$ cat src/rtl/scan_pkg.sv
// Shared constants, FSM state encoding and helpers for the digit scan controller.
// DIGIT_SCAN_BLANK_EN adds the inter-digit BLANK state to the encoding.
package scan_pkg;

  localparam int NUM_DIGITS = 8;
  localparam int SEL_W      = 3;

`ifdef DIGIT_SCAN_BLANK_EN
  typedef enum logic [1:0] {
    ST_IDLE   = 2'd0,
    ST_ACTIVE = 2'd1,
    ST_BLANK  = 2'd2
  } scan_state_e;
`else
  typedef enum logic {
    ST_IDLE   = 1'b0,
    ST_ACTIVE = 1'b1
  } scan_state_e;
`endif

  // Index of the lowest set bit; 0 for an empty mask (callers check emptiness separately).
  function automatic logic [SEL_W-1:0] lowest_set(input logic [NUM_DIGITS-1:0] m);
    lowest_set = '0;
    for (int i = NUM_DIGITS - 1; i >= 0; i--) begin
      if (m[i]) lowest_set = SEL_W'(i);
    end
  endfunction

endpackage

$ cat src/rtl/scan_next_idx.sv
// Combinational search for the next enabled digit strictly above cur_idx,
// wrapping cyclically to the lowest enabled digit.
module scan_next_idx
  import scan_pkg::*;
(
  input  logic [SEL_W-1:0]      cur_idx,
  input  logic [NUM_DIGITS-1:0] mask,
  output logic [SEL_W-1:0]      nxt_idx,
  output logic                  wrap,
  output logic                  none
);

  logic [NUM_DIGITS-1:0] above;

  for (genvar gi = 0; gi < NUM_DIGITS; gi++) begin : g_above
    assign above[gi] = mask[gi] && (SEL_W'(gi) > cur_idx);
  end

  // Wrap also covers a single enabled digit selecting itself again.
  always_comb begin
    none    = (mask == '0);
    wrap    = (above == '0);
    nxt_idx = wrap ? lowest_set(mask) : lowest_set(above);
  end

endmodule

$ cat src/rtl/digit_scan_ctrl.sv
// Multiplexed display digit scanner: drives each enabled digit for PRESCALE cycles.
// With DIGIT_SCAN_BLANK_EN defined, BLANK cycles of blanking follow each digit.
module digit_scan_ctrl
  import scan_pkg::*;
#(
  parameter int PRESCALE = 1000,
  parameter int BLANK    = 4
) (
  input  logic                  clk,
  input  logic                  reset,
  input  logic                  en,
  input  logic [NUM_DIGITS-1:0] digit_en,
  output logic [SEL_W-1:0]      sel,
  output logic                  sel_valid,
  output logic                  frame_done
);

  localparam int CNT_MAX = (PRESCALE > BLANK) ? PRESCALE : BLANK;
  localparam int CNT_W   = $clog2(CNT_MAX + 1);
  localparam logic [CNT_W-1:0] P_LAST = CNT_W'(PRESCALE - 1);
`ifdef DIGIT_SCAN_BLANK_EN
  localparam logic [CNT_W-1:0] B_LAST = CNT_W'(BLANK - 1);
`endif

  scan_state_e      state_q, state_d;
  logic [CNT_W-1:0] cnt_q, cnt_d;
  logic [SEL_W-1:0] sel_q, sel_d;
  logic             sel_valid_q, sel_valid_d;
  logic             frame_done_q, frame_done_d;

  logic [SEL_W-1:0] cur_idx;
  logic [SEL_W-1:0] nxt_idx;
  logic             nxt_wrap;
  logic             nxt_none;

  // From IDLE, searching above the top index yields the lowest enabled digit.
  assign cur_idx = (state_q == ST_IDLE) ? SEL_W'(NUM_DIGITS - 1) : sel_q;

  scan_next_idx u_next (
    .cur_idx (cur_idx),
    .mask    (digit_en),
    .nxt_idx (nxt_idx),
    .wrap    (nxt_wrap),
    .none    (nxt_none)
  );

  always_comb begin
    state_d      = state_q;
    cnt_d        = cnt_q;
    sel_d        = sel_q;
    sel_valid_d  = sel_valid_q;
    frame_done_d = 1'b0;
    if (!en) begin
      state_d     = ST_IDLE;
      cnt_d       = '0;
      sel_d       = '0;
      sel_valid_d = 1'b0;
    end else begin
      case (state_q)
        ST_IDLE: begin
          cnt_d = '0;
          if (!nxt_none) begin
            state_d     = ST_ACTIVE;
            sel_d       = nxt_idx;
            sel_valid_d = 1'b1;
          end else begin
            sel_d       = '0;
            sel_valid_d = 1'b0;
          end
        end
        ST_ACTIVE: begin
          if (cnt_q == P_LAST) begin
            cnt_d = '0;
`ifdef DIGIT_SCAN_BLANK_EN
            state_d     = ST_BLANK;
            sel_valid_d = 1'b0;
`else
            if (nxt_none) begin
              state_d     = ST_IDLE;
              sel_d       = '0;
              sel_valid_d = 1'b0;
            end else begin
              sel_d        = nxt_idx;
              sel_valid_d  = 1'b1;
              frame_done_d = nxt_wrap;
            end
`endif
          end else begin
            cnt_d = cnt_q + 1'b1;
          end
        end
`ifdef DIGIT_SCAN_BLANK_EN
        ST_BLANK: begin
          if (cnt_q == B_LAST) begin
            cnt_d = '0;
            if (nxt_none) begin
              state_d     = ST_IDLE;
              sel_d       = '0;
              sel_valid_d = 1'b0;
            end else begin
              state_d      = ST_ACTIVE;
              sel_d        = nxt_idx;
              sel_valid_d  = 1'b1;
              frame_done_d = nxt_wrap;
            end
          end else begin
            cnt_d = cnt_q + 1'b1;
          end
        end
`endif
        default: begin
          state_d     = ST_IDLE;
          cnt_d       = '0;
          sel_d       = '0;
          sel_valid_d = 1'b0;
        end
      endcase
    end
  end

  always_ff @(posedge clk) begin
    if (reset) begin
      state_q      <= ST_IDLE;
      cnt_q        <= '0;
      sel_q        <= '0;
      sel_valid_q  <= 1'b0;
      frame_done_q <= 1'b0;
    end else begin
      state_q      <= state_d;
      cnt_q        <= cnt_d;
      sel_q        <= sel_d;
      sel_valid_q  <= sel_valid_d;
      frame_done_q <= frame_done_d;
    end
  end

  assign sel        = sel_q;
  assign sel_valid  = sel_valid_q;
  assign frame_done = frame_done_q;

endmodule
$ cat config.mk
export PLATFORM = sky130hd
export DESIGN_NAME = digit_scan_ctrl
export DESIGN_NICKNAME = d
export VERILOG_FILES = /design/src/rtl/scan_pkg.sv /design/src/rtl/scan_next_idx.sv /design/src/rtl/digit_scan_ctrl.sv
export SDC_FILE = /design/constraint.sdc
export NUM_CORES = 1
export LEC_CHECK = 0
export ABC_AREA = 0
export CORE_ASPECT_RATIO = 1.5
export CORE_MARGIN = 4
export CORE_UTILIZATION = 27
export CTS_BUF_LIST = sky130_fd_sc_hd__clkbuf_4 sky130_fd_sc_hd__clkbuf_8
export CTS_CLUSTER_SIZE = 24
export DETAILED_ROUTE_END_ITERATION = 8
export RECOVER_POWER = 100
export SLEW_MARGIN = 0
export SYNTH_ARGS = -nofsm -noshare
export SYNTH_HDL_FRONTEND = slang
export SYNTH_SLANG_ARGS = --single-unit
$ cat constraint.sdc
create_clock -name clk -period 3 [get_ports clk]
set_input_delay 0.75 -clock clk [delete_from_list [all_inputs] [get_ports clk]]
set_output_delay 0.75 -clock clk [all_outputs]
set_load 0.05 [all_outputs]
==> metrics <==
top cells by area, synth=dfxtp_1 (35%), nor2_1 (4.9%), xnor2_1 (3.8%); worst skew pair latency=~0.25 ns; clock slew at reported path FFs=0.06 ns; Power Density=approximately 420 mW/mm^2; CP Launch Point=sel[2]; total power=0.478 mW; port bufs=15; initial drt markers=18; syn_area_per_cell=a little under 9 um^2; DIE HEIGHT=79.3 um; setup skew after layout=0.00178 ns; critical path, cell by cell=dlygate4sd3_1; P&R area growth vs syn=23.2%; RD Place Congestion=0.841; Die ar.=0.00441 mm^2; Tcrit/Tclk final=between 80% and 90%; wire per inst=13.6 um; num rows=25; Worst VDD drop=0.211 mV; Vias=roughly 810; initial core utilization=28.4%; Slew HR=60.4%; launch point of the worst reg-to-reg path=cnt_q[0]; Crit Path Max Fanout=11; main flop type after synthesis=dfxtp_1; core area=roughly 0.0032 mm^2; root buf cell=clkbuf_8; cell with the most instances after synthesis=dfxtp_1; TritonRoute pass-1 iters=4; post-route ant nets=0; Hold Crit Class=reg -> reg; antenna cells=0; Crit Path Class=reg -> out; vias in the first global route=827; antenna violations before repair=0; CP peak stage delay=0.93 ns; RSZ-0062 raised after global routing=no; pin count of the biggest net entering global routing=12; Buffers & Inverters on Critical Path=1; Min Hold Slack=between 0.4 and 0.5 ns; routed vias/inst=5.09; gr usage total=roughly a tenth; syn nets=116; post-synth top area share=between 30% and 40%; outcome=completed; Post CTS Setup Buffer Count=0; GRT overflow=0; Residual DRC=0; Setup crit end kind=output pin; #FFs+latches synth=16; worst slew pin tran=0.589 ns; cells after synthesis=between 100 and 150; leakage power=roughly 0.42 nW; Startpoint Class=flop; first-pass GRT wire length=between 3000 and 4000 um; reg2reg end=cnt_q[6]; Unique masters post-synth=47; Nets=133; Finished Core Util=35.0%; setup violators final=0; CTS Sinks=16; post-cts repair resize count=0; Slowest cell on crit path=dlygate4sd3_1; crit path to=sel[2]; H-tree depth=1; leading cell types by count after synthesis=dfxtp_1 (16), nor2_1 (12), nand2_1 (6); Ports=16; WP data required=between 2 and 2.5 ns; CTS tree=done; ys async rst share=0%; CTS Hold Bufs=0; Reg2Reg Depth=5; R2R setup slack=1.05 ns; Num CTS Buffers=3; clock buffer depth=2; Highest Clock Rate=around 400 MHz; setup TNS=0 ns; sequential area share after synthesis=between 30% and 40%; Die W=roughly 56 um; Detail Placement HPWL=1690 um; post-synthesis cell area=916 um^2; Synth area leader=dfxtp_1; family with the most delay on the worst path=buffers and inverters; Ys Warns=0; WL final=roughly 2200 um; Max Slew Vio Count=0; final hold viol count=0; Tmin final=roughly 2.5 ns; Max-cap violations=0; crit path DAT=about 1.7 ns; count of flip-flops with a built-in enable after synthesis=0; CP Depth=1; layout cells sized above 1=under 10%
==> cell families after synthesis <==
group / Yosys count / share of synthesized area [%]
adder cells (fa/ha/maj): 1 / 1.37
XOR/XNOR: 6 / 5.74
buffers and inverters: 7 / 4.23
flip-flops: 16 / 35.0
AND/OR/NAND/NOR: 46 / 28.0
AO/OA/AOI/OAI: 27 / 24.6
multiplexers: 1 / 1.09
==> worst min-delay path by stage <==
stage | slack (ns) | from | endpoint | depth (start not counted)
after floorplan | 0.41 | cnt_q[0] | cnt_q[0] | 1
after global placement | 0.43 | cnt_q[0] | cnt_q[0] | 1
after detailed placement | 0.45 | cnt_q[0] | cnt_q[0] | 1
after CTS | 0.46 | cnt_q[0] | cnt_q[0] | 1
after global routing | 0.51 | sel_valid | sel_valid | 1
final | 0.45 | cnt_q[0] | cnt_q[0] | 1
==> placed cells by master, fill, tap and decap left out, drive strengths merged, types with 2 or more instances in the layout <==
cell type	n
and3	4
dlygate4sd3	7
a2111oi	2
nor2	12
inv	4
xor2	2
clkbuf	4
nor3	2
a31oi	2
o21ai	4
nor4	3
a21oi	4
dfxtp	16
or3	3
nand3	3
a21o	2
nand2	6
xnor2	4
nand2b	4
clkdlybuf4s50	8
o211ai	3
o31ai	2
==> registers in the layout (all words and copies together) (netlist names) <==
register	cells
sel	3
sel_valid	1
frame_done	1
state_q	1
cnt_q	10
==> report_power, final <==
group / leakage, nW / switching [mW] / total, mW / internal, mW
clock: 0.0288 / 0.0698 / 0.186 / 0.116
combinational: 0.262 / 0.0360 / 0.0687 / 0.0327
sequential: 0.130 / 0.00664 / 0.223 / 0.216
total: 0.421 / 0.112 / 0.478 / 0.365
==> layout make-up <==
cell class | count | area [um^2]
Fill cell | 349 | 2090
Multi-Input combinational cell | 81 | 538
Sequential cell | 16 | 320
Timing Repair Buffer | 15 | 150
Clock buffer | 4 | 55.1
Tap cell | 40 | 50.0
Inverter | 4 | 15.0
==> metal layers <==
metal / part of all wire [%] / GRT usage, %
met3: 3.6 / 2.44
met2: 54 / 19.9
met5: 0 / 0
met4: 1.2 / 3.65
met1: 42 / 10.6
==> stage by stage <==
step	cells	setup slack [ns]	instance area (um^2)
after global placement	156	0.440	1090
after floorplan	104	0.962	916
after CTS	160	0.506	1150
after global routing	160	0.367	1130
final	160	0.510	1130
after detailed placement	156	0.393	1090
(Power assumes the default switching activity.)
